--- src/rtl/ctrl_pkg.sv ---
// Shared opcode, ALUOp and FSM state definitions for the multi-cycle CPU
// control path.
package ctrl_pkg;

  localparam logic [3:0] OP_R    = 4'h0;
  localparam logic [3:0] OP_ADDI = 4'h1;
  localparam logic [3:0] OP_LW   = 4'h4;
  localparam logic [3:0] OP_SW   = 4'h5;
  localparam logic [3:0] OP_BEQ  = 4'h6;
  localparam logic [3:0] OP_HALT = 4'hF;

  localparam logic [1:0] ALUOP_ADD   = 2'b00;
  localparam logic [1:0] ALUOP_SUB   = 2'b01;
  localparam logic [1:0] ALUOP_RTYPE = 2'b10;
  localparam logic [1:0] ALUOP_ITYPE = 2'b11;

  typedef enum logic [2:0] {
    ST_RST,
    ST_FETCH,
    ST_DECODE,
    ST_EXEC,
    ST_MEM,
    ST_WB,
    ST_HALT
  } state_e;

  function automatic logic op_is_legal(input logic [3:0] op);
    return op inside {OP_R, OP_ADDI, OP_LW, OP_SW, OP_BEQ, OP_HALT};
  endfunction

endpackage

--- src/rtl/multicycle_control_unit_if.sv ---
// Opcode/handshake inputs and control strobes between the control unit
// (master) and the datapath (slave).
interface multicycle_control_unit_if;
  logic [3:0]  Opcode;
  logic        MemReady;
  logic        RegDst;
  logic        Branch;
  logic        MemRead;
  logic        MemWrite;
  logic        RegWrite;
  logic        MemToReg;
  logic        ALUSrc;
  logic [1:0]  ALUOp;
  logic        IRWrite;
  logic        PCWrite;
  logic        Illegal;
  logic        Fault;
  logic        Halted;
  logic [15:0] InstrCount;

  modport master (
    input  Opcode, MemReady,
    output RegDst, Branch, MemRead, MemWrite, RegWrite, MemToReg, ALUSrc,
           ALUOp, IRWrite, PCWrite, Illegal, Fault, Halted, InstrCount
  );

  modport slave (
    output Opcode, MemReady,
    input  RegDst, Branch, MemRead, MemWrite, RegWrite, MemToReg, ALUSrc,
           ALUOp, IRWrite, PCWrite, Illegal, Fault, Halted, InstrCount
  );
endinterface

--- src/rtl/cu_mem_watchdog.sv ---
// Counts consecutive not-ready MEM cycles; expire fires in the last allowed
// cycle unless ready arrives in that same cycle.
module cu_mem_watchdog #(
  parameter int unsigned MEM_TIMEOUT = 8
) (
  input  logic clk,
  input  logic rst,
  input  logic enable,
  input  logic clear,
  input  logic ready,
  output logic expire
);

  localparam int unsigned CW = $clog2(MEM_TIMEOUT + 1);
  localparam logic [CW-1:0] LAST = CW'(MEM_TIMEOUT - 1);

  logic [CW-1:0] cnt_q, cnt_d;

  assign expire = enable && !ready && (cnt_q == LAST);

  // Next count: advance only on waiting MEM cycles, otherwise restart.
  always_comb begin
    cnt_d = cnt_q;
    if (clear || !enable || ready || expire) cnt_d = '0;
    else cnt_d = cnt_q + 1'b1;
  end

  // Counter register.
  always_ff @(posedge clk or posedge rst) begin
    if (rst) cnt_q <= '0;
    else     cnt_q <= cnt_d;
  end

endmodule

--- src/rtl/multicycle_control_unit.sv ---
// Multi-cycle control FSM: sequences FETCH/DECODE/EXEC/MEM/WB strobes,
// handles illegal/halt opcodes, MEM watchdog and retired-instruction count.
module multicycle_control_unit
  import ctrl_pkg::*;
#(
  parameter int unsigned MEM_TIMEOUT  = 8,
  parameter bit          ILLEGAL_HALT = 1'b0
) (
  input logic                        Clock,
  input logic                        Reset,
  multicycle_control_unit_if.master  bus
);

  state_e      state_q, state_d;
  logic [3:0]  opcode_q, opcode_d;
  logic        fault_q, fault_d;
  logic [15:0] count_q, count_d;
  logic        wd_expire;
  logic        dec_legal;

  assign dec_legal = op_is_legal(bus.Opcode);

  cu_mem_watchdog #(.MEM_TIMEOUT(MEM_TIMEOUT)) u_wd (
    .clk    (Clock),
    .rst    (Reset),
    .enable (state_q == ST_MEM),
    .clear  (state_q == ST_EXEC),
    .ready  (bus.MemReady),
    .expire (wd_expire)
  );

  // Moore strobe decode; DECODE looks at the live Opcode because opcode_q
  // is only written at the end of that cycle, and the SW retire pulse in MEM
  // is qualified by MemReady so the store retires in its completion cycle.
  always_comb begin
    bus.RegDst   = 1'b0;
    bus.Branch   = 1'b0;
    bus.MemRead  = 1'b0;
    bus.MemWrite = 1'b0;
    bus.RegWrite = 1'b0;
    bus.MemToReg = 1'b0;
    bus.ALUSrc   = 1'b0;
    bus.ALUOp    = ALUOP_ADD;
    bus.IRWrite  = 1'b0;
    bus.PCWrite  = 1'b0;
    bus.Illegal  = 1'b0;
    bus.Halted   = 1'b0;
    unique case (state_q)
      ST_FETCH: bus.IRWrite = 1'b1;
      ST_DECODE: begin
        if (!dec_legal) begin
          bus.Illegal = 1'b1;
          bus.PCWrite = !ILLEGAL_HALT;
        end
      end
      ST_EXEC: begin
        case (opcode_q)
          OP_R:    bus.ALUOp = ALUOP_RTYPE;
          OP_ADDI: begin bus.ALUOp = ALUOP_ITYPE; bus.ALUSrc = 1'b1; end
          OP_LW, OP_SW: bus.ALUSrc = 1'b1;
          OP_BEQ: begin
            bus.ALUOp   = ALUOP_SUB;
            bus.Branch  = 1'b1;
            bus.PCWrite = 1'b1;
          end
          default: ;
        endcase
      end
      ST_MEM: begin
        bus.ALUSrc   = 1'b1;
        bus.MemRead  = (opcode_q == OP_LW);
        bus.MemWrite = (opcode_q == OP_SW);
        bus.PCWrite  = (opcode_q == OP_SW) && bus.MemReady;
      end
      ST_WB: begin
        bus.RegWrite = 1'b1;
        bus.PCWrite  = 1'b1;
        bus.RegDst   = (opcode_q == OP_R);
        bus.MemToReg = (opcode_q == OP_LW);
      end
      ST_HALT: bus.Halted = 1'b1;
      default: ;
    endcase
    bus.Fault      = fault_q;
    bus.InstrCount = count_q;
  end

  // Next-state, opcode latch, sticky fault and retire counter.
  always_comb begin
    state_d  = state_q;
    opcode_d = opcode_q;
    fault_d  = fault_q;
    count_d  = count_q;
    unique case (state_q)
      ST_RST:   state_d = ST_FETCH;
      ST_FETCH: state_d = ST_DECODE;
      ST_DECODE: begin
        opcode_d = bus.Opcode;
        if (bus.Opcode == OP_HALT) state_d = ST_HALT;
        else if (!dec_legal) begin
          if (ILLEGAL_HALT) state_d = ST_HALT;
          else              state_d = ST_FETCH;
        end
        else state_d = ST_EXEC;
      end
      ST_EXEC: begin
        case (opcode_q)
          OP_LW, OP_SW: state_d = ST_MEM;
          OP_BEQ:       state_d = ST_FETCH;
          default:      state_d = ST_WB;
        endcase
      end
      ST_MEM: begin
        if (bus.MemReady) begin
          if (opcode_q == OP_LW) state_d = ST_WB;
          else                   state_d = ST_FETCH;
        end
        else if (wd_expire) begin
          state_d = ST_HALT;
          fault_d = 1'b1;
        end
      end
      ST_WB:   state_d = ST_FETCH;
      ST_HALT: state_d = ST_HALT;
      default: state_d = ST_RST;
    endcase
    if (bus.PCWrite) count_d = count_q + 16'd1;
  end

  // State registers.
  always_ff @(posedge Clock or posedge Reset) begin
    if (Reset) begin
      state_q  <= ST_RST;
      opcode_q <= '0;
      fault_q  <= 1'b0;
      count_q  <= '0;
    end else begin
      state_q  <= state_d;
      opcode_q <= opcode_d;
      fault_q  <= fault_d;
      count_q  <= count_d;
    end
  end

endmodule
--- src/flat_wrapper.sv ---
// flat-port wrapper written by rule: the top's interface ports become plain ports
module multicycle_control_unit_flat import ctrl_pkg::*;
#(
  parameter int unsigned MEM_TIMEOUT  = 8,
  parameter bit          ILLEGAL_HALT = 1'b0
)
  (Clock, Reset, bus_Opcode, bus_MemReady, bus_RegDst, bus_Branch, bus_MemRead, bus_MemWrite, bus_RegWrite, bus_MemToReg, bus_ALUSrc, bus_ALUOp, bus_IRWrite, bus_PCWrite, bus_Illegal, bus_Fault, bus_Halted, bus_InstrCount);
  multicycle_control_unit_if bus_i ();
  input logic Clock;
  input logic Reset;
  input wire logic [$bits(bus_i.Opcode)-1:0] bus_Opcode;
  input wire logic [$bits(bus_i.MemReady)-1:0] bus_MemReady;
  output wire logic [$bits(bus_i.RegDst)-1:0] bus_RegDst;
  output wire logic [$bits(bus_i.Branch)-1:0] bus_Branch;
  output wire logic [$bits(bus_i.MemRead)-1:0] bus_MemRead;
  output wire logic [$bits(bus_i.MemWrite)-1:0] bus_MemWrite;
  output wire logic [$bits(bus_i.RegWrite)-1:0] bus_RegWrite;
  output wire logic [$bits(bus_i.MemToReg)-1:0] bus_MemToReg;
  output wire logic [$bits(bus_i.ALUSrc)-1:0] bus_ALUSrc;
  output wire logic [$bits(bus_i.ALUOp)-1:0] bus_ALUOp;
  output wire logic [$bits(bus_i.IRWrite)-1:0] bus_IRWrite;
  output wire logic [$bits(bus_i.PCWrite)-1:0] bus_PCWrite;
  output wire logic [$bits(bus_i.Illegal)-1:0] bus_Illegal;
  output wire logic [$bits(bus_i.Fault)-1:0] bus_Fault;
  output wire logic [$bits(bus_i.Halted)-1:0] bus_Halted;
  output wire logic [$bits(bus_i.InstrCount)-1:0] bus_InstrCount;
  assign bus_i.Opcode = bus_Opcode;
  assign bus_i.MemReady = bus_MemReady;
  assign bus_RegDst = bus_i.RegDst;
  assign bus_Branch = bus_i.Branch;
  assign bus_MemRead = bus_i.MemRead;
  assign bus_MemWrite = bus_i.MemWrite;
  assign bus_RegWrite = bus_i.RegWrite;
  assign bus_MemToReg = bus_i.MemToReg;
  assign bus_ALUSrc = bus_i.ALUSrc;
  assign bus_ALUOp = bus_i.ALUOp;
  assign bus_IRWrite = bus_i.IRWrite;
  assign bus_PCWrite = bus_i.PCWrite;
  assign bus_Illegal = bus_i.Illegal;
  assign bus_Fault = bus_i.Fault;
  assign bus_Halted = bus_i.Halted;
  assign bus_InstrCount = bus_i.InstrCount;
  multicycle_control_unit #(.MEM_TIMEOUT(MEM_TIMEOUT), .ILLEGAL_HALT(ILLEGAL_HALT)) u_core (.Clock(Clock), .Reset(Reset), .bus(bus_i));
endmodule
--- config.mk ---
export PLATFORM = sky130hd
export DESIGN_NAME = multicycle_control_unit_flat
export DESIGN_NICKNAME = d
export VERILOG_FILES = /design/src/rtl/ctrl_pkg.sv /design/src/rtl/multicycle_control_unit_if.sv /design/src/rtl/cu_mem_watchdog.sv /design/src/rtl/multicycle_control_unit.sv /design/src/flat_wrapper.sv
export SDC_FILE = /design/constraint.sdc
export NUM_CORES = 1
export LEC_CHECK = 0
export CORE_UTILIZATION = 44
export DETAILED_ROUTE_END_ITERATION = 16
export PLACE_DENSITY = 0.81
export SLEW_MARGIN = 25
export SYNTH_ARGS = -nofsm -noshare
export SYNTH_HDL_FRONTEND = slang
export SYNTH_SLANG_ARGS = --single-unit
export TNS_END_PERCENT = 50
--- constraint.sdc ---
create_clock -name Clock -period 1.6 [get_ports Clock]
set_input_delay 0.24 -clock Clock [delete_from_list [all_inputs] [get_ports Clock]]
set_output_delay 0.24 -clock Clock [all_outputs]
set_load 0.05 [all_outputs]
# == Word-level counts from Yosys, hierarchy flattened ==
# Cells that the tools add are included.
# op_classes
shift,0
mul,0
div_mod_pow,0
order_cmp,0
mux,24
n_eq_ne,17
addsub,2
bitwise_logic,1
n_reduce_logical,16
# ops
operator,n
$eq A4 B3 Y1 const B,7
$pmux W3 S6,1
$add A16 B1 Y16 const B,1
$mux W1,12
$mux W3,4
$eq A3 B3 Y1 const B,3
$eq A4 B1 Y1 const B,2
$logic_not A4 Y1,2
$eq A3 B2 Y1 const B,2
$pmux W2 S3,1
$pmux W3 S2,1
$reduce_bool A6 Y1,1
$add A4 B1 Y4 const B,1
$eq A4 B4 Y1 const B,1
$mux W2,2
$mux W4,1
$pmux W1 S4,1
$reduce_or A2 Y1,2
$eq A3 B1 Y1 const B,1
$logic_and A1 B1 Y1,3
$logic_not A3 Y1,1
$logic_or A1 B1 Y1,3
$ne A3 B2 Y1 const B,1
$reduce_and A3 Y1,1
other kinds (4),5
# word_totals
in_bits,7
mem_count,0
elab_cells,65
mem_bits_ro,0
latch_bits,0
ff_bits,28
ramBits,0
output_inout_bits,30

# == Logic depth before layout (Yosys ltp) ==
# depth
ltp_word,6
mapped_depth,7
depth_no_buf,5

# == Modules after synthesis ==
# From an unflattened synthesis, not the netlist that was laid out.
# hier_totals
hier_cells,136
hier_area_um2,1517.7
# by_module_without_submodules
module,cells_each,area_each_um2,instances
multicycle_control_unit,119,1326.3,1
cu_mem_watchdog,17,191.4,1

# == Worst setup path before layout ==
# No wires, ideal clock.
# synth_path
path_type,flip-flop to output port
from,register u_core.state_q[1]
to,output bus_PCWrite
stages_incl_launch_ff,7
path_buffers,1
t_required_ps,1360
setup_slack_ps,-775
arrival_ps,2135
cell_sequence,dfrtp_1 -> buf_2 -> nand2_1 -> nor3b_2 -> nand2b_2 -> nor2_1 -> inv_1
# synth_between
elab_chain_cells,2
word_cells_on_any_way,5
cone_classes,eq/ne: 4; mux: 1
# synth_lines
item,line_no,source
from (decl),multicycle_control_unit.sv:14,"state_e state_q, state_d;"
from (signal assigned),multicycle_control_unit.sv:138,state_q <= state_d;
$eq A3 B3 Y1 / $eq A3 B2 Y1 (equally long branches),multicycle_control_unit.sv:48,unique case (state_q)
$pmux W1 S4 (*),multicycle_control_unit.sv:48,
to (decl),flat_wrapper.sv:22,output wire logic [$bits(bus_i.PCWrite)-1:0] bus_PCWrite;
# Mark *: on every way between the ends. The rest lies on a longest branch, timed or not.

# == Worst setup path in the final report ==
# layout_path
from,register u_core.opcode_q[3]
to,output bus_PCWrite
# layout_between
elab_chain_cells,3
word_cells_on_any_way,5
cone_classes,eq/ne: 2; mux: 2; reduce/logical: 1
# layout_lines
item,line_no,source
from (decl),multicycle_control_unit.sv:15,"logic [3:0] opcode_q, opcode_d;"
from (signal assigned),multicycle_control_unit.sv:139,opcode_q <= opcode_d;
$eq A4 B3 Y1 (on tied branches),"multicycle_control_unit.sv:57, multicycle_control_unit.sv:73",
$mux W1 / $logic_and A1 B1 Y1 (equally long branches),"multicycle_control_unit.sv:57, multicycle_control_unit.sv:73",
$pmux W1 S4 (*),multicycle_control_unit.sv:48,
# Marked as above.

==> summary.txt <==
Job
  • Max Cap Viol: 0

Power and ir drop
  • Power Density: 1770 nW/um^2
  • Final Total Pwr: 4.65 mW
  • Max IR drop VDD: 0.00165 V
  • P_leak: 1.18 nW

Die
  • Die X: 60.4 um
  • Die Footprint: 3650 sq um
  • FP Rows: 20
  • Core area: 3150 sq um
  • Die Y: 60.4 um
  • Io pins: 37
  • Starting density of the core: 0.476

Timing
  • TNS Setup: -7.55 ns
  • Max Fclk: 502 MHz
  • Min cycle time layout: 1.99 ns
  • Worst-Margin Slew: 0.370 ns
  • Max Transition Viols Final: 0
  • Worst hold margin: 0.237 ns
  • Worst relative slew slack: 0.753
  • Setup WS post-layout: -0.390 ns
  • Final setup viols: 29
  • Fin crit share: 1.24
  • RSZ-0062 raised after global routing: true
  • Clock Skew: 0.00157 ns
  • Final hold violation count: 0

Run status
  • Status: finished, violations left
  • Failing checks: setup timing

Worst setup path
  • CP endpoint kind: output port
  • Worst r2r src: u_core.opcode_q[3]
  • CP max FO: 4
  • Critical Path Source Type: register
  • CP Launch Point: u_core.opcode_q[3]
  • Arr. time, crit path: 1.75 ns
  • CP Class: reg2out
  • Worst Path Required: 1.36 ns

Drt
  • Pre-Repair DR Iteration Count: 4
  • Vias: 1485
  • DR vias/cell: 5.52
  • Routed WL: 4.81 mm
  • Drt drc: 0
  • Remaining antenna violation count: 0
  • DR iter-0 viols: 50
  • Routed len/inst: 17.9 um

Clock tree
  • TritonCTS Buffers: 3
  • Clk buf depth: 2
  • Root buffer cell: clkbuf_4
  • Clock latency on the worst-skew pair: 0.33 ns
  • CTS H-Tree Depth: 1
  • Clock sink count: 28
  • Clk slew on worst S/H paths: 0.16 ns
  • Clock tree from TritonCTS: built

Global route
  • First-pass GRT wire length: 7.41 mm
  • Remaining global-route overflow: 0
  • Initial antenna violation count: 0
  • Vias in the first global route: 1546
  • Gr usage total: 0.282
  • Largest net degree at the start of global routing: 29

Placement
  • Final HPWL from detailed placement: 2.82 mm
  • Port Buf Inserts: 36
  • Dpl ws: -0.345 ns
  • RD Place Congestion: 0.846
  • Placed Cells: 243

Yosys
  • Post-Syn Instances: 142
  • Largest cells by area after synthesis: dfrtp_1 (47%), xnor2_1 (9.3%), nor2_1 (4.0%)
  • Number of synthesized flops with an enable pin: 0
  • Ys async rst share: 1.00
  • Distinct cells, synth: 41
  • Synthesized area per cell: 10.6 sq um
  • Syn_nets: 151
  • Yosys warns: 0
  • Synthesized area: 1500 sq um
  • Post-synthesis sequential area ratio: 0.467
  • Synth Register Bits: 28
  • Synth top area share: 0.467
  • Synth Flop Type: dfrtp_1
  • Yosys top cell by area: dfrtp_1

Final layout
  • Layout Cells excl Fill: 269
  • Final nets: 235
  • Antenna diodes: 0
  • Layout cell share with drive strength beyond 1: 0.551
  • Area growth, synth to finish: 75.2%

Hold path
  • HP Class: in2async
[cell usage after synthesis, drive strengths merged (2+ instances only)]
cell type   n
nand2b      3
o21ai       8
inv         6
and3        5
buf         4
nor2b       2
xnor2      16
nand3       2
o211ai      5
o2111ai     5
nor3b       3
ha          2
nor2       17
nand3b      2
and4        5
dfrtp      28
nand2       6
clkbuf      2
mux2        4
a21oi       3
[worst paths after layout]
| kind | end | slack [ns] | depth (start not counted) |
|---|---|---|---|
| min | u_core.bus.InstrCount[9] | 0.24 | 3 |
| max in group asynchronous | u_core.opcode_q[1] | 1.07 | 3 |
| min in group Clock | u_core.u_wd.cnt_q[0] | 0.49 | 1 |
| max reg2reg | u_core.bus.InstrCount[8] | -0.36 | 9 |
| max | bus_PCWrite | -0.39 | 6 |
| min reg2reg | u_core.u_wd.cnt_q[0] | 0.49 | 1 |
[logic make-up (layout without fill, tap and decap cells)]
logic type | count (synthesis) | in the layout | synth area share
simple gates | 51 | 51 | 0.206
compound gates | 28 | 28 | 0.143
flops | 28 | 28 | 0.467
xor+xnor | 17 | 17 | 0.0992
buf+inv | 12 | 95 | 0.0392
mux | 4 | 4 | 0.0300
fa+ha+maj | 2 | 2 | 0.0167
[worst max-delay path, stage by stage (launching register included)]
cell and delay (ns):
dfrtp_1 0.46, and4bb_1 0.32, nor3b_4 0.21, nand2b_4 0.18, nor2_4 0.05, inv_2 0.07, buf_12 0.13
[metrics by stage]
step	utilization	area (sq um)
after floorplan	-	1550
after global placement	0.707	2230
after detailed placement	0.707	2230
after CTS	0.802	2530
after global routing	0.835	2630
final	0.835	2630
[state kept, by name, indices dropped and copies added (netlist names)]
name                   cells
u_core.bus.Fault           1
u_core.u_wd.cnt_q          4
u_core.opcode_q            4
u_core.state_q             3
u_core.bus.InstrCount     16
[final cells by class]
| type | instances | area, sq um |
|---|---|---|
| Clock buffer | 3 | 22.5 |
| Tap cell | 44 | 55.1 |
| Inverter | 6 | 22.5 |
| Sequential cell | 28 | 707 |
| Clock inverter | 1 | 30.0 |
| Multi-Input combinational cell | 102 | 921 |
| Timing Repair Buffer | 85 | 873 |
| Fill cell | 178 | 522 |
[placed cells by master (no fill, tap or decap), types with 2 or more instances in the layout]
master,netlist,routed
and3_1,5,5
buf_4,1,53
ha_1,2,2
nor2_1,16,9
a21oi_1,3,3
dfrtp_2,0,5
inv_2,0,2
o211ai_1,5,5
and4_1,5,5
mux2_2,3,3
nand3b_1,2,2
nor2_2,0,2
nand2_4,0,2
nor2_4,1,6
nand2_1,6,4
nor3b_4,0,3
dfrtp_1,28,23
buf_6,1,12
clkbuf_4,0,3
o21ai_0,4,3
o21ai_2,0,4
o2111ai_2,0,3
nand3_1,2,2
nand2b_1,2,2
xnor2_1,16,16
clkdlybuf4s50_1,0,6
buf_12,0,14
inv_1,6,4
[report_power, final]
group          internal, mW  leakage (nW)  switching [mW]
clock network         0.253        0.0279           0.223
registers             0.883         0.362           0.239
logic                  1.50         0.789            1.55
[repair_timing]
item	in CTS	in global routing
cloned	1	0
buffers inserted	15	8
resized for setup	35	12
pin swaps	17	9
hold buffers	0	0
hold endpoints to repair	0	0
setup endpoints to repair	28	29
[per-layer routing]
metal	track usage	vias to the layer above	part of all wire
met5	0	-	0
met4	0.117	0	0.029
met3	0.0426	18	0.028
met2	0.520	52	0.56
met1	0.326	742	0.39
li1	-	673	-
Power figures use the tool's default switching activity.
